<file path="config.mk">
export PLATFORM = sky130hd
export DESIGN_NAME = ui_render_test_top
export DESIGN_NICKNAME = d
export VERILOG_FILES = /design/src/rtl/ui_pkg.sv /design/src/rtl/debounce.sv /design/src/rtl/ui_ctrl.sv /design/src/rtl/ui_render.sv /design/src/rtl/ui_render_test_top.sv
export SDC_FILE = /design/constraint.sdc
export NUM_CORES = 1
export LEC_CHECK = 0
export CAP_MARGIN = 20
export CORE_MARGIN = 4
export CORE_UTILIZATION = 60
export CTS_CLUSTER_DIAMETER = 150
export CTS_CLUSTER_SIZE = 40
export DETAILED_ROUTE_END_ITERATION = 16
export GPL_TIMING_DRIVEN = 0
export PLACE_DENSITY_LB_ADDON = 0.1
export SLEW_MARGIN = 20
export SYNTH_ARGS = -nofsm -noshare
export SYNTH_HDL_FRONTEND = slang
export SYNTH_SLANG_ARGS = --single-unit
</file>
<file path="constraint.sdc">
create_clock -name clk -period 6 [get_ports clk]
set_input_delay 1.2 -clock clk [delete_from_list [all_inputs] [get_ports clk]]
set_output_delay 1.2 -clock clk [all_outputs]
set_load 0.005 [all_outputs]
</file>
<file path="src/rtl/ui_pkg.sv">
// Shared types and constants for the board-game UI renderer test harness.
// Holds the controller state enum, track/flag geometry, VGA timing and colours.
package ui_pkg;

    typedef enum logic [2:0] {
        IDLE         = 3'd0,
        MOVING       = 3'd1,
        JUMPING      = 3'd2,
        FLAG_SLIDING = 3'd3
    } state_t;

    localparam logic [9:0] TILE_W     = 10'd60;
    localparam logic [9:0] START_X    = 10'd20;
    localparam logic [9:0] FLAG_X     = 10'd620;
    localparam logic [9:0] BASE_Y     = 10'd124;
    localparam logic [9:0] GROUND_Y   = 10'd144;

    localparam logic [9:0] FLAG_Y_TOP = 10'd40;
    localparam logic [9:0] FLAG_Y_END = 10'd112;
    localparam logic [9:0] FLAG_L     = 10'd604;
    localparam logic [9:0] FLAG_H     = 10'd12;
    localparam logic [9:0] POLE_L     = 10'd620;
    localparam logic [9:0] POLE_R     = 10'd623;
    localparam logic [9:0] POLE_BOT   = 10'd123;

    localparam logic [9:0] H_VIS      = 10'd640;
    localparam logic [9:0] H_SYNC_S   = 10'd656;
    localparam logic [9:0] H_SYNC_E   = 10'd751;
    localparam logic [9:0] H_TOTAL    = 10'd800;
    localparam logic [9:0] V_VIS      = 10'd480;
    localparam logic [9:0] V_SYNC_S   = 10'd490;
    localparam logic [9:0] V_SYNC_E   = 10'd491;
    localparam logic [9:0] V_TOTAL    = 10'd525;

    localparam logic [11:0] COL_TOKEN = 12'hF00;
    localparam logic [11:0] COL_FLAG  = 12'hFF0;
    localparam logic [11:0] COL_POLE  = 12'hFFF;
    localparam logic [11:0] COL_TILE  = 12'hA50;
    localparam logic [11:0] COL_GRASS = 12'h0A0;
    localparam logic [11:0] COL_SKY   = 12'h5AF;

    // Destination n tiles ahead, clipped at the flag pole.
    function automatic logic [9:0] clip_target(input logic [9:0] x,
                                               input logic [2:0] n);
        logic [10:0] sum;
        sum = {1'b0, x} + 11'(TILE_W) * 11'(n);
        return (sum > 11'(FLAG_X)) ? FLAG_X : sum[9:0];
    endfunction

endpackage

</file>
<file path="src/rtl/debounce.sv">
// Button debouncer: 2-flop synchroniser then a stable-high counter.
// Ports: clk, rst_n, clear (forces released), din (raw), dout (debounced level).
module debounce
    import ui_pkg::*;
#(
    parameter int CYCLES = 50
) (
    input  logic clk,
    input  logic rst_n,
    input  logic clear,
    input  logic din,
    output logic dout
);
    localparam int W = $clog2(CYCLES + 1);

    logic         s0, s1;
    logic [W-1:0] cnt;

    always_ff @(posedge clk) begin
        if (!rst_n) begin
            s0   <= 1'b0;
            s1   <= 1'b0;
            cnt  <= '0;
            dout <= 1'b0;
        end else begin
            s0 <= din;
            s1 <= s0;
            if (clear || !s1) begin
                cnt  <= '0;
                dout <= 1'b0;
            end else if (cnt == W'(CYCLES - 1)) begin
                dout <= 1'b1;
            end else begin
                cnt <= cnt + 1'b1;
            end
        end
    end
endmodule

</file>
<file path="src/rtl/ui_ctrl.sv">
// Token animation controller: move, jump arc and end-of-track flag slide.
// Ports: clk, rst_n, restart, pos_valid/active_player/target_x request in;
// player1_x/y, fsm_state, flag_y, flag_done, turn_done out.
module ui_ctrl
    import ui_pkg::*;
#(
    parameter int STEP_CYCLES = 100
) (
    input  logic       clk,
    input  logic       rst_n,
    input  logic       restart,
    input  logic       pos_valid,
    input  logic       active_player,
    input  logic [9:0] target_x,
    output logic [9:0] player1_x,
    output logic [9:0] player1_y,
    output logic [2:0] fsm_state,
    output logic [9:0] flag_y,
    output logic       flag_done,
    output logic       turn_done
);
    localparam int SW = $clog2(STEP_CYCLES + 1);

    state_t        state, state_n;
    logic [4:0]    counter, counter_n;
    logic [9:0]    x_n, target, target_n, flag_y_n;
    logic          flag_done_n, turn_done_n;
    logic [SW-1:0] step_cnt;
    logic          step_tick;
    logic [9:0]    prod, jump_offset, current_y;

    assign step_tick   = (step_cnt == SW'(STEP_CYCLES - 1));
    assign prod        = 10'(counter) * (10'd31 - 10'(counter));
    assign jump_offset = prod >> 3;
    assign current_y   = BASE_Y - jump_offset;
    assign player1_y   = current_y;
    assign fsm_state   = state;

    always_ff @(posedge clk) begin
        if (!rst_n || restart) begin
            state     <= IDLE;
            player1_x <= START_X;
            counter   <= '0;
            target    <= START_X;
            flag_y    <= FLAG_Y_TOP;
            flag_done <= 1'b0;
            turn_done <= 1'b0;
            step_cnt  <= '0;
        end else begin
            state     <= state_n;
            player1_x <= x_n;
            counter   <= counter_n;
            target    <= target_n;
            flag_y    <= flag_y_n;
            flag_done <= flag_done_n;
            turn_done <= turn_done_n;
            // Step timer restarts from zero at the start of every turn.
            if (state == IDLE || step_tick) step_cnt <= '0;
            else                            step_cnt <= step_cnt + 1'b1;
        end
    end

    always_comb begin
        state_n     = state;
        x_n         = player1_x;
        counter_n   = counter;
        target_n    = target;
        flag_y_n    = flag_y;
        flag_done_n = flag_done;
        turn_done_n = 1'b0;
        unique case (state)
            IDLE: begin
                if (pos_valid && !active_player) begin
                    target_n = target_x;
                    state_n  = MOVING;
                end
            end
            MOVING: begin
                if (step_tick) begin
                    counter_n = '0;
                    if (player1_x >= target) begin
                        state_n = JUMPING;
                    end else begin
                        x_n = player1_x + 10'd1;
                        if (x_n == target) state_n = JUMPING;
                    end
                end
            end
            JUMPING: begin
                if (step_tick) begin
                    if (counter == 5'd31) begin
                        counter_n = '0;
                        if (player1_x == FLAG_X && !flag_done) begin
                            state_n = FLAG_SLIDING;
                        end else begin
                            turn_done_n = 1'b1;
                            state_n     = IDLE;
                        end
                    end else begin
                        counter_n = counter + 5'd1;
                    end
                end
            end
            FLAG_SLIDING: begin
                if (step_tick) begin
                    flag_y_n = flag_y + 10'd1;
                    if (flag_y_n == FLAG_Y_END) begin
                        flag_done_n = 1'b1;
                        turn_done_n = 1'b1;
                        state_n     = IDLE;
                    end
                end
            end
            default: state_n = IDLE;
        endcase
    end
endmodule

</file>
<file path="src/rtl/ui_render.sv">
// 640x480 VGA scene renderer: timing counters, pixel priority mux, and the
// animation controller. Ports: request in, turn_done/player1_x/fsm_state/
// flag_done out, 4-bit RGB and active-low syncs.
module ui_render
    import ui_pkg::*;
#(
    parameter int STEP_CYCLES = 100
) (
    input  logic       clk,
    input  logic       rst_n,
    input  logic       restart,
    input  logic       pos_valid,
    input  logic       active_player,
    input  logic [9:0] target_x,
    output logic       turn_done,
    output logic [9:0] player1_x,
    output logic [2:0] fsm_state,
    output logic       flag_done,
    output logic [3:0] vgaRed,
    output logic [3:0] vgaGreen,
    output logic [3:0] vgaBlue,
    output logic       Hsync,
    output logic       Vsync
);
    logic [9:0]  player1_y, flag_y;
    logic [1:0]  div;
    logic [9:0]  hcnt, vcnt;
    logic [11:0] pix, rgb;
    logic        tile_hit;

    ui_ctrl #(.STEP_CYCLES(STEP_CYCLES)) ctrl (
        .clk           (clk),
        .rst_n         (rst_n),
        .restart       (restart),
        .pos_valid     (pos_valid),
        .active_player (active_player),
        .target_x      (target_x),
        .player1_x     (player1_x),
        .player1_y     (player1_y),
        .fsm_state     (fsm_state),
        .flag_y        (flag_y),
        .flag_done     (flag_done),
        .turn_done     (turn_done)
    );

    always_comb begin
        tile_hit = 1'b0;
        for (int k = 0; k < 11; k++) begin
            if (int'(hcnt) >= 20 + 60 * k - 25 &&
                int'(hcnt) <= 20 + 60 * k + 25)
                tile_hit = 1'b1;
        end
    end

    // Offsets are added to the counter side so nothing underflows.
    always_comb begin
        pix = COL_SKY;
        if (hcnt + 10'd10 >= player1_x && hcnt <= player1_x + 10'd9 &&
            vcnt + 10'd20 >= player1_y && vcnt < player1_y)
            pix = COL_TOKEN;
        else if (hcnt >= FLAG_L && hcnt < FLAG_X &&
                 vcnt >= flag_y && vcnt < flag_y + FLAG_H)
            pix = COL_FLAG;
        else if (hcnt >= POLE_L && hcnt <= POLE_R &&
                 vcnt >= FLAG_Y_TOP && vcnt <= POLE_BOT)
            pix = COL_POLE;
        else if (vcnt >= BASE_Y && vcnt < GROUND_Y && tile_hit)
            pix = COL_TILE;
        else if (vcnt >= GROUND_Y)
            pix = COL_GRASS;
    end

    always_ff @(posedge clk) begin
        if (!rst_n) begin
            div   <= '0;
            hcnt  <= '0;
            vcnt  <= '0;
            rgb   <= '0;
            Hsync <= 1'b1;
            Vsync <= 1'b1;
        end else begin
            div <= div + 2'd1;
            if (div == 2'd3) begin
                if (hcnt == H_TOTAL - 10'd1) begin
                    hcnt <= '0;
                    vcnt <= (vcnt == V_TOTAL - 10'd1) ? '0 : vcnt + 10'd1;
                end else begin
                    hcnt <= hcnt + 10'd1;
                end
            end
            rgb   <= (hcnt < H_VIS && vcnt < V_VIS) ? pix : 12'h000;
            Hsync <= !(hcnt >= H_SYNC_S && hcnt <= H_SYNC_E);
            Vsync <= !(vcnt >= V_SYNC_S && vcnt <= V_SYNC_E);
        end
    end

    assign vgaRed   = rgb[11:8];
    assign vgaGreen = rgb[7:4];
    assign vgaBlue  = rgb[3:0];
endmodule

</file>
<file path="src/rtl/ui_render_test_top.sv">
// Board-level harness: debounced buttons issue move requests to the renderer
// in place of game logic. Ports: clk, rst_n, btnC/L/U/R/D, VGA RGB/syncs, led.
module ui_render_test_top
    import ui_pkg::*;
#(
    parameter int DEBOUNCE_CYCLES = 50,
    parameter int STEP_CYCLES     = 100
) (
    input  logic       clk,
    input  logic       rst_n,
    input  logic       btnC,
    input  logic       btnL,
    input  logic       btnU,
    input  logic       btnR,
    input  logic       btnD,
    output logic [3:0] vgaRed,
    output logic [3:0] vgaGreen,
    output logic [3:0] vgaBlue,
    output logic       Hsync,
    output logic       Vsync,
    output logic [3:0] led
);
    logic [4:0] btn_raw, btn_db;
    logic [4:1] btn_q, rise;
    logic       restart, busy;
    logic [2:0] n_tiles, fsm_state;
    logic [9:0] player1_x, player1_pos_x_sim;
    logic       pos_valid_sim, active_player_sim, turn_done, flag_done;

    assign btn_raw = {btnD, btnR, btnU, btnL, btnC};

    for (genvar i = 0; i < 5; i++) begin : g_db
        debounce #(.CYCLES(DEBOUNCE_CYCLES)) u_db (
            .clk   (clk),
            .rst_n (rst_n),
            .clear ((i == 0) ? 1'b0 : restart),
            .din   (btn_raw[i]),
            .dout  (btn_db[i])
        );
    end

    assign restart           = btn_db[0];
    assign active_player_sim = 1'b0;
    assign rise              = btn_db[4:1] & ~btn_q;

    // Shortest move wins when several buttons rise together.
    always_comb begin
        n_tiles = 3'd4;
        if      (rise[1]) n_tiles = 3'd1;
        else if (rise[2]) n_tiles = 3'd2;
        else if (rise[3]) n_tiles = 3'd3;
    end

    always_ff @(posedge clk) begin
        if (!rst_n) btn_q <= '0;
        else        btn_q <= btn_db[4:1];
    end

    // busy spans request to turn_done so a press can never queue behind a turn.
    always_ff @(posedge clk) begin
        if (!rst_n || restart) begin
            pos_valid_sim     <= 1'b0;
            player1_pos_x_sim <= START_X;
            busy              <= 1'b0;
        end else begin
            pos_valid_sim <= 1'b0;
            if (turn_done) busy <= 1'b0;
            if (|rise && fsm_state == IDLE && !busy && !pos_valid_sim) begin
                pos_valid_sim     <= 1'b1;
                player1_pos_x_sim <= clip_target(player1_x, n_tiles);
                busy              <= 1'b1;
            end
        end
    end

    ui_render #(.STEP_CYCLES(STEP_CYCLES)) ui (
        .clk           (clk),
        .rst_n         (rst_n),
        .restart       (restart),
        .pos_valid     (pos_valid_sim),
        .active_player (active_player_sim),
        .target_x      (player1_pos_x_sim),
        .turn_done     (turn_done),
        .player1_x     (player1_x),
        .fsm_state     (fsm_state),
        .flag_done     (flag_done),
        .vgaRed        (vgaRed),
        .vgaGreen      (vgaGreen),
        .vgaBlue       (vgaBlue),
        .Hsync         (Hsync),
        .Vsync         (Vsync)
    );

    assign led = {flag_done, fsm_state};
endmodule

</file>
* After elaboration in Yosys (flattened, before gate mapping)
Index checks and enable logic that the tools add are counted.
** Word-level totals
- Bits in registers :: 144
- Logic and storage cells :: 242
- Output and inout port bits :: 18
** Cells by class
- $lt $le $gt $ge :: 44
- Eq/ne operators :: 23
- Bitwise logic cells :: 5
- Muxes and demuxes :: 45
- Multiply operators :: 2
- Reductions and logical operators :: 64
- Add/sub/neg operators :: 19
** Operators with widths (number)
- $ge A10 B10 Y1 const B :: 5
- $ge A10 B9 Y1 const B :: 5
- $le A10 B10 Y1 const B :: 5
- $le A10 B9 Y1 const B :: 5
- $mux W12 :: 4
- $add A10 B1 Y10 const B :: 4
- $ge A10 B10 Y1 :: 4
- $mux W3 :: 11
- $add A10 B4 Y10 const B :: 3
- $add A6 B1 Y6 const B :: 5
- $eq A10 B10 Y1 const B :: 3
- $eq A6 B6 Y1 const B :: 5
- $ge A10 B8 Y1 const B :: 3
- $mux W10 :: 3
- $logic_and A1 B1 Y1 :: 28
- $ge A10 B6 Y1 const B :: 2
- $ge A10 B7 Y1 const B :: 2
- $le A10 B7 Y1 const B :: 2
- $le A10 B8 Y1 const B :: 2
- $lt A10 B10 Y1 :: 2
- $lt A10 B10 Y1 const B :: 2
- $mux W1 :: 19
- $mux W5 :: 3
- $ne A2 B2 Y1 const B :: 6
- other kinds (40) :: 69

* Logic depth before layout (Yosys ltp)
Gate-level depths: netlist of run 1.
- Depth in word-level cells :: 17
- Depth in mapped cells :: 24

* By module
From an unflattened synthesis of run 1, not the netlist that was laid out.
** Second synthesis, totals
- Cell total of the unflattened synthesis :: 1213
- Area total of the unflattened synthesis :: 10219.8 sq um
** By module, submodules not included
- ui_ctrl :: sequential area each 920.9 sq um, cells each 433, instances 1, area each 3609.7 sq um
- ui_render :: sequential area each 580.6 sq um, cells each 469, instances 1, area each 3599.7 sq um
- debounce :: sequential area each 180.2 sq um, cells each 38, instances 5, area each 379.1 sq um
- ui_render_test_top :: sequential area each 320.3 sq um, cells each 121, instances 1, area each 1114.8 sq um

* Worst setup path before layout of run 1
Ideal clock, no wire load.
- Kind :: register to register
- Start :: reg ui.ctrl.counter[0]
- End :: reg ui.rgb[2]
- Stages on the path, launching flop included :: 22
- Path slack :: 1.334 ns
- Library setup time :: 0.086 ns
- Arrival :: 4.581 ns
- Cell sequence :: dfxtp_1 > clkbuf_1 > inv_1 > nor2_1 > ha_1 > inv_1 > fa_1 > fa_1 > inv_1 > ha_1 > a21o_1 > a21oi_1 > xnor2_1 > nand2_1 > nor2_1 > nand3_1 > ha_1 > nand4_1 > o41ai_1 > nor3_1 > a41o_1 > a211oi_1
** On the way
- Word-level cells in the longest chain between the ends :: 7
- Elaborated cells on any way between the ends :: 8
** Ends and longest elaborated chain
- start, declared :: RTL line ui_ctrl.sv:25 : logic [4:0] counter, counter_n;
- start signal, assigned :: RTL line ui_ctrl.sv:52 : counter <= counter_n;
- $sub A5 B5 Y6 :: RTL line ui_ctrl.sv:33 : assign prod = 10'(counter) * (10'd31 - 10'(counter));
- $mul A6 B6 Y10 * :: RTL line ui_ctrl.sv:33
- $sub A7 B7 Y8 * :: RTL line ui_ctrl.sv:35 : assign current_y = BASE_Y - jump_offset;
- $ge A10 B10 Y1 :: RTL line ui_render.sv:59 : vcnt + 10'd20 >= player1_y && vcnt < player1_y)
- $logic_and A1 B1 Y1 :: RTL line ui_render.sv:58 : if (hcnt + 10'd10 >= player1_x && hcnt <= player1_x + 10'd9 &&
- $logic_and A1 B1 Y1 * :: RTL line ui_render.sv:59
- $reduce_or A4 Y1 (no source line) *
- end signal, assigned :: RTL line ui_render.sv:91 : rgb <= (hcnt < H_VIS && vcnt < V_VIS) ? pix : 12'h000;
- end, declared :: RTL line ui_render.sv:28 : logic [11:0] pix, rgb;
Every way passes the cells marked *; elsewhere a longest branch is shown, timed or not.
A chain may end at the register's enable or synchronous reset.

* Final worst setup path of run 1
Ends and elaborated chain as after synthesis.

==> summary.md, run 1 <==
| Metric | Value |
|---|---|
| Flop pwr share | `0.455` |
| Die Y | `135.5 um` |
| Cells after Synth | `1,186` |
| Crit-path cells | `clkbuf_1 > inv_1 > nor2_1 > ha_1 > inv_1 > fa_1 > fa_1 > inv_1 > ha_1 > a21o_1 > a21oi_1 > xnor2_1 > nand2_1 > nor2_1 > nand3_1 > ha_1 > nand4_1 > o41ai_1 > nor3_1 > a41o_1 > a211oi_1` |
| Clk pwr share | `0.522` |
| Worst Setup Path Type | `reg -> reg` |
| Yosys warnings | `0` |
| GRT Util Overall | `0.2440` |
| FILL cells | `1,370` |
| Initial antenna violation count | `0` |
| Setup WS post-layout | `0.5662 ns` |
| Layout Cells excl Fill | `1,456` |
| Power per cell area | `185.5 nW/um^2` |
| Die width | `135.5 um` |
| CTS Buf Count | `17` |
| Layout cell share with drive strength beyond 1 | `0.06774` |
| Max FO, Critical Path | `8` |
| Detail Placement HPWL | `16,310 um` |
| Critical Path RT | `6.33 ns` |
| Minimum clock period | `5.434 ns` |
| Ys flop type | `dfxtp_1` |
| Leak pwr | `4.503 nW` |
| Total number of vias | `8,232` |
| Most frequent cells in the layout | `151 x nor2_1, 136 x dfxtp_1, 132 x ha_1, 83 x inv_1, 80 x xnor2_1` |
| Reg2Reg Capture Point | `ui.rgb[2]` |
| Reg2Reg Depth | `21` |
| Worst slew pin tran | `0.7139 ns` |
| Hold-fix buffers, CTS | `0` |
| Worst setup SP type | `flip-flop` |
| Most common cell after layout, fill and taps aside | `nor2_1` |
| Internal power | `1.568 mW` |
| Worst min path class | `reg -> reg` |
| Multi-input gate area | `6404 um^2` |
| PostCTS Resize Cnt | `0` |
| # H-tree levels | `4` |
| Max Cap Viol | `0` |
| Largest net degree at the start of global routing | `17` |
| RD Place Congestion | `0.8584` |
| Logic pwr share | `0.023` |
| Net switching power | `0.4419 mW` |
| Final Cycle Share | `0.9056` |
| Crit. End Element | `flip-flop` |
| Clk root buf | `clkbuf_16` |
| WL per Instance | `14.72 um` |
| Worst-Skew Late Latency | `0.42 ns` |
| Final Skew | `0.006384 ns` |
| Worst VDD drop | `0.1827 mV` |
| Setup TNS | `0 ns` |
| Via density | `5.654` |
| Final nets | `1,374` |
| WP buf/inv | `4` |
| Seq/Total Area, Yosys | `0.2793` |
| Post-CTS Setup Inserts | `0` |
| CTS tree | `built` |
| Setup Viol. Count Final | `0` |
| I/O Pins | `25` |
| Die area | `18,350 um^2` |
| Clock transition at path regs | `0.06 ns` |
| DP Worst Slack | `0.5737 ns` |
| Site Rows | `46` |
| Relative slew slack | `0.5180` |
| Crit path DAT | `5.77 ns` |
| Worst Hold Launch | `g_db[3].u_db.s0` |
| Yosys cell types | `76` |
| EDFF count, synth | `0` |
| Clock sinks | `136` |
| Vias in the first global route | `7,929` |
| Area delta synth->final | `11.15%` |
| # DRC | `0` |
| Reg-to-reg slack, setup | `0.57 ns` |
| Hold Path Sink | `g_db[3].u_db.s1` |
| Status | `finished clean` |
| Mapped cell area | `9749 um^2` |
| Slew Viols, Final | `0` |
| Critical path's largest stage delay | `0.54 ns` |
| Register area | `2723 um^2` |
| Cells after DPL | `1,424` |
| Drt first pass iters | `5` |
| IO buf count | `22` |
| Final antenna-violating net count | `0` |
| ANT cells | `0` |
| Slowest cell on the critical path | `fa_1` |
| Starting DRT DRC Count | `574` |
| Routed WL | `21,440 um` |
| Core area | `15,890 um^2` |
| Cell Area, Placed | `10,240 um^2` |
| R2r startpoint | `ui.ctrl.counter[0]` |
| WHS Path Cells | `1` |
| Max Freq | `0.1840 GHz` |
| RSZ-0062 raised after global routing | `no` |
| Design area | `10,840 um^2` |
| Final hold violations | `0` |
| Initial Util | `0.6137` |
| #FFs+latches synth | `136` |
| Ys async rst share | `0` |
| Gr ovfl total | `0` |
| Max clock buf depth | `2` |
| CP top delay family | `adder cells` |
| Syn Area/Cell | `8.220 um^2` |
| Post-Syn Nets | `1,333` |
| Net Sw Frac | `0.2198` |
| Global-route wire length before repair | `36,960 um` |
| Util after Layout | `0.6822` |
flip-flops by register name, summed over array words and instances, names as in the netlist, 2 cells and up:
register / cells
ui.vcnt: 10
ui.div: 2
btn_q: 4
ui.rgb: 5
g_db.u_db.dout: 5
ui.ctrl.flag_y: 10
g_db.u_db.cnt: 30
ui.hcnt: 10
ui.ctrl.counter: 5
ui.ctrl.player1_x: 10
g_db.u_db.s0: 5
g_db.u_db.s1: 5
ui.ctrl.fsm_state: 2
ui.ctrl.target: 10
player1_pos_x_sim: 10
ui.ctrl.step_cnt: 7
per-layer routing:
| metal | global-route usage | wire, um | vias to the layer above |
|---|---|---|---|
| met5 | 0 | 0 | - |
| met2 | 0.4336 | 10620 | 155 |
| met3 | 0.03938 | 691 | 32 |
| met1 | 0.3095 | 9855 | 3858 |
| li1 | - | - | 4187 |
| met4 | 0.05991 | 273 | 0 |
final cells by class:
class                   count  area share
well taps                 216     0.02494
inverters                  86     0.02979
plain buffers              63     0.02771
multi-input cells         901      0.5909
repair buffers             22     0.02032
clock buffers              19     0.04180
clock inverters            13     0.01328
flip-flops and latches    136      0.2512
cells in the mapped netlist (4+ instances only):
cell type	count	area (um^2)
nor2b_1	16	100.1
mux2i_1	7	70.07
xor2_1	34	297.8
xnor2_1	80	700.7
and2_1	23	143.9
nand3_1	32	160.2
o21ai_1	4	20.02
o21bai_1	5	37.54
ha_1	132	1652
fa_1	8	160.2
a211oi_1	17	127.6
nand2b_1	11	68.82
a21oi_1	67	335.3
a22oi_1	4	30.03
o2111ai_1	5	43.79
a31oi_1	9	56.30
o21a_1	7	52.55
a2111oi_0	6	52.55
buf_2	24	120.1
nor4_1	7	43.79
and3_1	13	81.33
nor2_1	151	566.8
o21ai_0	41	205.2
nand2_1	75	281.5
buf_4	9	67.56
or3_1	12	75.07
nor3b_1	8	60.06
o211ai_1	7	52.55
clkbuf_1	28	105.1
o22ai_1	4	25.02
nand4_1	25	156.4
inv_1	83	311.6
a21o_1	9	67.56
nor3_1	23	115.1
dfxtp_1	136	2723
how the worst max path moves through the flow:
stage	startpoint	endpoint	slack (ns)	cells past startpoint
2_1_floorplan	ui.ctrl.counter[0]	ui.rgb[2]	1.33	21
3_3_place_gp	ui.ctrl.counter[0]	ui.rgb[2]	0.66	21
3_5_place_dp	ui.ctrl.counter[0]	ui.rgb[2]	0.57	21
4_1_cts	ui.ctrl.counter[0]	ui.rgb[2]	0.53	21
5_1_grt	ui.ctrl.counter[0]	ui.rgb[2]	0.1	21
6_report	ui.ctrl.counter[0]	ui.rgb[2]	0.57	21
per-stage QoR:
stage                     total power, mW  hold WS [ns]
final                               2.010        0.4314
after global routing                2.072        0.4500
after CTS                           2.027        0.4299
after detailed placement           0.9801        0.4191
after global placement             0.9792        0.4132
after floorplan                    0.9597        0.3984
cells by family after synthesis:
| family | count (synthesis) | synth area share |
|---|---|---|
| buffers and inverters | 149 | 0.06391 |
| adders and majority gates | 142 | 0.1879 |
| other | 1 | 0.0003846 |
| AOI/OAI and AO/OA | 216 | 0.1418 |
| and+or+nand+nor | 420 | 0.2160 |
| muxes | 8 | 0.008342 |
| DFF | 136 | 0.2793 |
| xor gates and xnor gates | 114 | 0.1024 |
power groups by stage:
stage,Combinational [mW],Sequential (mW),Clock (mW)
2_1_floorplan,0.0265,0.933,0
3_3_place_gp,0.0457,0.934,0
3_5_place_dp,0.0462,0.934,0
4_1_cts,0.0466,0.914,1.07
5_1_grt,0.0508,0.914,1.11
6_report,0.0460,0.914,1.05
No activity file was read; power rests on OpenSTA's default activity.
==> inputs of run 2 (changes only) <==
--- a/config.mk
+++ b/config.mk
@@ -12,7 +12,8 @@
 export CTS_CLUSTER_SIZE = 40
 export DETAILED_ROUTE_END_ITERATION = 16
 export GPL_TIMING_DRIVEN = 0
-export PLACE_DENSITY_LB_ADDON = 0.1
+export PLACE_DENSITY = 0.86
+export SKIP_CTS_REPAIR_TIMING = 1
 export SLEW_MARGIN = 20
 export SYNTH_ARGS = -nofsm -noshare
 export SYNTH_HDL_FRONTEND = slang
==> summary.md, run 2 (same netlist as run 1, synthesis figures left out) <==
| Metric | Value |
|---|---|
| Status | `finished clean` |
| RSZ-0062 raised after global routing | `no` |
| Max Cap Viol | `0 (unchanged)` |
| # H-tree levels | `4 (unchanged)` |
| Crit. End Element | `flip-flop` |
| Die width | `135.5 um (unchanged)` |
| Largest net degree at the start of global routing | `17 (unchanged)` |
| Worst-Skew Late Latency | `0.42 ns (about the same)` |
| Final Skew | `0.01015 ns (+0.003769 ns)` |
| Minimum clock period | `5.489 ns (+0.05492 ns)` |
| Total number of vias | `8,507 (+3.3%)` |
| Cell Area, Placed | `10,240 um^2 (unchanged)` |
| RD Place Congestion | `0.9331 (+8.7%)` |
| Via density | `5.843 (+3.3%)` |
| Slew Viols, Final | `0 (unchanged)` |
| Max Freq | `0.1822 GHz (-1.0%)` |
| Worst Setup Path Type | `reg -> reg` |
| Logic pwr share | `0.023 (about the same)` |
| CTS tree | `built` |
| Initial Util | `0.6137 (unchanged)` |
| Register area | `2723 um^2 (unchanged)` |
| GRT Util Overall | `0.2433 (-0.0007091)` |
| Starting DRT DRC Count | `675 (+18%)` |
| Total power | `2.029 mW (+0.95%)` |
| Setup TNS | `0 ns (unchanged)` |
| Clk pwr share | `0.527 (+0.005)` |
| Most common cell after layout, fill and taps aside | `nor2_1` |
| Initial antenna violation count | `0 (unchanged)` |
| IO buf count | `22 (unchanged)` |
| Clock sinks | `136 (unchanged)` |
| Setup WS post-layout | `0.5113 ns (-0.05492 ns)` |
| Internal power | `1.566 mW (-0.14%)` |
| Worst VDD drop | `0.2341 mV (+28%)` |
| Drt first pass iters | `5 (unchanged)` |
| # DRC | `0 (unchanged)` |
| Net Sw Frac | `0.2282 (+0.008408)` |
| WHS | `0.4357 ns (+0.004229 ns)` |
| Net switching power | `0.4632 mW (+4.8%)` |
| Site Rows | `46 (unchanged)` |
| Final nets | `1,374 (unchanged)` |
| Area delta synth->final | `11.18% (about the same)` |
| Flop pwr share | `0.450 (-0.005)` |
| Design area | `10,840 um^2 (about the same)` |
| Cells after DPL | `1,424 (unchanged)` |
| Power per cell area | `187.2 nW/um^2 (+0.93%)` |
| Routed WL | `21,650 um (+1.0%)` |
| Leak pwr | `4.503 nW (about the same)` |
| Layout Cells excl Fill | `1,456 (unchanged)` |
| Detail Placement HPWL | `16,310 um (about the same)` |
| Global-route wire length before repair | `37,160 um (+0.54%)` |
| Worst setup SP type | `flip-flop` |
| ANT cells | `0 (unchanged)` |
| Multi-input gate area | `6404 um^2 (unchanged)` |
| Gr ovfl total | `0 (unchanged)` |
| Clock transition at path regs | `0.06 ns (about the same)` |
| Top reg by flops | `g_db.u_db.cnt` |
| Crit path DAT | `5.83 ns (+0.06 ns)` |
| Critical Path RT | `6.34 ns (about the same)` |
| Die area | `18,350 um^2 (unchanged)` |
| Final hold violations | `0 (unchanged)` |
| Worst slew pin tran | `0.7129 ns (-0.0009841 ns)` |
| Vias in the first global route | `8,190 (+3.3%)` |
| FILL cells | `1,228 (-10%)` |
| Core area | `15,890 um^2 (unchanged)` |
| Max FO, Critical Path | `8 (unchanged)` |
| Layout cell share with drive strength beyond 1 | `0.06694 (-0.0008065)` |
| Clk root buf | `clkbuf_16` |
| Worst min path class | `reg -> reg` |
| Relative slew slack | `0.5187 (+0.0006650)` |
| Setup Viol. Count Final | `0 (unchanged)` |
| Die Y | `135.5 um (unchanged)` |
| Max clock buf depth | `2 (unchanged)` |
| DP Worst Slack | `0.5694 ns (-0.004319 ns)` |
| I/O Pins | `25 (unchanged)` |
| Final antenna-violating net count | `0 (unchanged)` |
| WL per Instance | `14.87 um (+1.0%)` |
| Util after Layout | `0.6823 (about the same)` |
| CTS Buf Count | `17 (unchanged)` |
| Final Cycle Share | `0.9148 (+0.009154)` |
| Number of flip-flops in the largest register | `30 (unchanged)` |
| Most frequent cells in the layout | `151 x nor2_1, 136 x dfxtp_1, 132 x ha_1, 83 x inv_1, 80 x xnor2_1` |
run 2: path summary, 6_finish.rpt:
check,from,endpoint,slack [ns],depth (start not counted)
max,ui.ctrl.counter[0],ui.rgb[2],0.51,21
min,g_db[2].u_db.s0,g_db[2].u_db.s1,0.44,1
max reg2reg,ui.ctrl.counter[0],ui.rgb[2],0.51,21
min reg2reg,g_db[2].u_db.s0,g_db[2].u_db.s1,0.44,1
run 2: per-layer routing:
metal,global-route usage,wire length [um],part of all wire
met1,0.3082,9330,0.43
met2,0.4176,10590,0.49
met3,0.04123,1281,0.059
met4,0.08791,448,0.021
met5,0,0,0
run 2: final cells by class:
cell class,count,area share
repair buffers,22,0.02032
clock inverters,13,0.01443
multi-input cells,901,0.5908
inverters,86,0.02978
clock buffers,19,0.04086
plain buffers,63,0.02770
well taps,216,0.02493
flip-flops and latches,136,0.2512
run 2: worst max-delay path: stages, from the launching register on:
cell	delay (ns)
dfxtp_1	0.40
clkbuf_1	0.33
inv_1	0.16
nor2_1	0.12
ha_1	0.15
inv_1	0.06
fa_1	0.49
fa_1	0.54
inv_1	0.04
ha_1	0.32
a21o_1	0.16
a21oi_1	0.21
xnor2_1	0.21
nand2_1	0.08
nor2_1	0.16
nand3_1	0.25
ha_1	0.39
nand4_1	0.11
o41ai_1	0.58
nor3_1	0.15
a41o_1	0.30
a211oi_1	0.20
run 2: power groups by stage:
| stage | Combinational, mW | Sequential (mW) | Clock, mW |
|---|---|---|---|
| 6_report | 0.0461 | 0.914 | 1.07 |
| 5_1_grt | 0.0511 | 0.914 | 1.12 |
| 4_1_cts | 0.0461 | 0.914 | 1.08 |
| 3_5_place_dp | 0.0456 | 0.934 | 0 |
| 3_3_place_gp | 0.0446 | 0.934 | 0 |
| 2_1_floorplan | 0.0265 | 0.933 | 0 |
==> inputs of run 3 (changes only) <==
--- a/config.mk
+++ b/config.mk
@@ -6,15 +6,18 @@
 export NUM_CORES = 1
 export LEC_CHECK = 0
 export CAP_MARGIN = 20
+export CELL_PAD_IN_SITES_DETAIL_PLACEMENT = 1
+export CELL_PAD_IN_SITES_GLOBAL_PLACEMENT = 2
 export CORE_MARGIN = 4
-export CORE_UTILIZATION = 60
+export CORE_UTILIZATION = 39
 export CTS_CLUSTER_DIAMETER = 150
 export CTS_CLUSTER_SIZE = 40
 export DETAILED_ROUTE_END_ITERATION = 16
 export GPL_TIMING_DRIVEN = 0
-export PLACE_DENSITY = 0.86
+export PLACE_DENSITY = 0.88
 export SKIP_CTS_REPAIR_TIMING = 1
 export SLEW_MARGIN = 20
 export SYNTH_ARGS = -nofsm -noshare
 export SYNTH_HDL_FRONTEND = slang
+export SYNTH_HIERARCHICAL = 1
 export SYNTH_SLANG_ARGS = --single-unit
==> summary.md, run 3 <==
| Metric | Value |
|---|---|
| Status | `finished clean` |
| Final hold violations | `0 (unchanged)` |
| Most common library cells after synthesis | `136 x dfxtp_1, 132 x ha_1, 105 x inv_1` |
| Worst-Skew Late Latency | `0.42 ns (about the same)` |
| Setup Viol. Count Final | `0 (unchanged)` |
| Max Freq | `0.1822 GHz (about the same)` |
| Register area | `2723 um^2 (unchanged)` |
| Crit. End Element | `flip-flop` |
| Die Y | `169.9 um (+25%)` |
| Die area | `28,860 um^2 (+57%)` |
| #FFs+latches synth | `136 (unchanged)` |
| Worst VDD drop | `0.1664 mV (-29%)` |
| Minimum clock period | `5.487 ns (-0.001400 ns)` |
| Leak pwr | `4.689 nW (+4.1%)` |
| FILL cells | `3,055 (+150%)` |
| Via density | `5.425 (-7.2%)` |
| Drt first pass iters | `4 (-1)` |
| Most frequent cells in the layout | `136 x dfxtp_1, 132 x ha_1, 105 x inv_1, 89 x nor2_1, 85 x nand2_1` |
| Total power | `2.022 mW (-0.36%)` |
| Count leader, synth | `dfxtp_1` |
| Max clock buf depth | `2 (unchanged)` |
| Multi-input gate area | `6817 um^2 (+6.4%)` |
| I/O Pins | `25 (unchanged)` |
| Ys flop type | `dfxtp_1` |
| WHS Path Cells | `1 (unchanged)` |
| Worst setup SP type | `flip-flop` |
| Yosys top cell area share | `0.2664 (-0.01286)` |
| Clock transition at path regs | `0.07 ns (about the same)` |
| Detail Placement HPWL | `19,970 um (+22%)` |
| Area delta synth->final | `12.10%` |
| Setup TNS | `0 ns (unchanged)` |
| Starting DRT DRC Count | `381 (-44%)` |
| Die width | `169.9 um (+25%)` |
| Final Skew | `0.01229 ns (+0.002133 ns)` |
| Ranking of synthesized cells by area | `dfxtp_1 27%, ha_1 16%, xnor2_1 5.4%` |
| Relative slew slack | `0.5230 (+0.004272)` |
| Worst slew pin tran | `0.7112 ns (-0.001651 ns)` |
| Final Cycle Share | `0.9146 (about the same)` |
| Crit path DAT | `5.85 ns (+0.02 ns)` |
| EDFF count, synth | `0 (unchanged)` |
| Mapped cell area | `10,220 um^2 (+4.8%)` |
| RD Place Congestion | `0.8109 (-13%)` |
| Slew Viols, Final | `0 (unchanged)` |
| Critical path's largest stage delay | `0.54 ns (-0.04 ns)` |
| Total number of vias | `8,685 (+2.1%)` |
| Power per cell area | `176.5 nW/um^2 (-5.7%)` |
| Slowest cell on the critical path | `fa_1` |
| Max FO, Critical Path | `8 (unchanged)` |
| Reg-to-reg slack, setup | `0.51 ns (about the same)` |
| Gr ovfl total | `0 (unchanged)` |
| CTS Buf Count | `17 (unchanged)` |
| Worst Setup Path Type | `reg -> reg` |
| Reg2Reg Depth | `23 (+9.5%)` |
| Vias in the first global route | `9,189 (+12%)` |
| Ys async rst share | `0 (unchanged)` |
| Final nets | `1,405 (+2.3%)` |
| Top reg by flops | `g_db.u_db/cnt` |
| # H-tree levels | `4 (unchanged)` |
| Initial Util | `0.4012 (-0.2125)` |
| Initial antenna violation count | `0 (unchanged)` |
| Crit-path cells | `inv_1 > ha_1 > inv_1 > ha_1 > ha_1 > fa_1 > inv_1 > fa_1 > inv_1 > a21oi_1 > o21bai_1 > xor2_1 > and2_1 > and4_1 > buf_4 > inv_1 > ha_1 > a21oi_2 > o311ai_0 > o31ai_1 > nand4_1 > a21oi_1 > a31o_2` |
| Global-route wire length before repair | `45,180 um (+22%)` |
| Cell taking the most area after synthesis | `dfxtp_1` |
| Clock sinks | `136 (unchanged)` |
| Clk root buf | `clkbuf_16` |
| Most used cell, CP | `inv_1` |
| Yosys cell types | `92 (+21%)` |
| Cells after Synth | `1,213 (+2.3%)` |
| Critical Path RT | `6.36 ns (+0.02 ns)` |
| IO buf count | `23 (+4.5%)` |
| Site Rows | `58 (+26%)` |
| # DRC | `0 (unchanged)` |
| Largest net degree at the start of global routing | `32 (+15)` |
| Most common cell after layout, fill and taps aside | `dfxtp_1` |
| Seq/Total Area, Yosys | `0.2664 (-0.01286)` |
| Worst min path class | `reg -> reg` |
| CTS tree | `built` |
| Core area | `25,470 um^2 (+60%)` |
| Final antenna-violating net count | `0 (unchanged)` |
| RSZ-0062 raised after global routing | `no` |
| GRT Util Overall | `0.1888 (-0.05457)` |
| Routed WL | `26,480 um (+22%)` |
| Layout cell share with drive strength beyond 1 | `0.08261 (+0.01568)` |
| Yosys warnings | `6 (+6)` |
| WL per Instance | `16.54 um (+11%)` |
| Syn Area/Cell | `8.425 um^2 (+2.5%)` |
| Max Cap Viol | `0 (unchanged)` |
| Number of flip-flops in the largest register | `30 (unchanged)` |
| ANT cells | `0 (unchanged)` |
## run 3: logic make-up after synthesis
kind of cell	count (synthesis)	synth area share
other	2	0.0007348
AND/OR/NAND/NOR	412	0.2210
AO/OA/AOI/OAI	246	0.1645
buffers and inverters	160	0.06807
flip-flops	136	0.2664
XOR/XNOR	109	0.09415
multiplexers	8	0.007836
adder cells (fa/ha/maj)	140	0.1773
## run 3: final timing paths
| check | start | to |
|---|---|---|
| setup / recovery | ui/ctrl/counter[1] | ui/rgb[9] |
| setup reg to reg | ui/ctrl/counter[1] | ui/rgb[9] |
| hold / removal | ui/div[0] | ui/div[0] |
| hold reg to reg | ui/div[0] | ui/div[0] |
## run 3: area by class of cell
type | instances | area share
Multi-Input combinational cell | 920 | 0.5950
Sequential cell | 136 | 0.2377
Clock buffer | 17 | 0.03713
Tap cell | 330 | 0.03604
Inverter | 105 | 0.03440
Buffer | 55 | 0.02632
Timing Repair Buffer | 23 | 0.01966
Clock inverter | 15 | 0.01376
## run 3: where the power goes
part / switching [mW] / total (mW) / internal [mW] / leakage, nW
Sequential: 0.00424 / 0.914 / 0.909 / 1.10
Combinational: 0.0296 / 0.0521 / 0.0225 / 3.31
Clock: 0.468 / 1.06 / 0.588 / 0.284
Total: 0.502 / 2.02 / 1.52 / 4.69
## run 3: worst max-delay path: cells and delay by family, from the launching register on
family / cells / cell delay, ns
fa+ha+maj: 6 / 2.12
compound gates: 7 / 1.36
simple gates: 3 / 0.72
buf+inv: 6 / 0.50
flops: 1 / 0.49
xor+xnor: 1 / 0.22
## run 3: routing by layer
metal | wire, um | GRT usage | share of wire
met5 | 0 | 0 | 0
met4 | 439 | 0.05320 | 0.017
met3 | 661 | 0.02904 | 0.025
met2 | 13290 | 0.3349 | 0.50
met1 | 12090 | 0.2375 | 0.46
## run 3: stage by stage
stage	cell area (um^2)	worst slack, ns	utilization	cells	hold slack [ns]
final	11460	0.5127	0.4497	1601	0.4348
after global routing	11460	0.1289	0.4497	1601	0.4435
after CTS	11460	0.3588	0.4498	1601	0.4387
after detailed placement	10870	0.3828	0.4269	1569	0.4215
after global placement	10870	0.4792	0.4269	1569	0.4065
after floorplan	10230	1.346	-	1216	0.3984
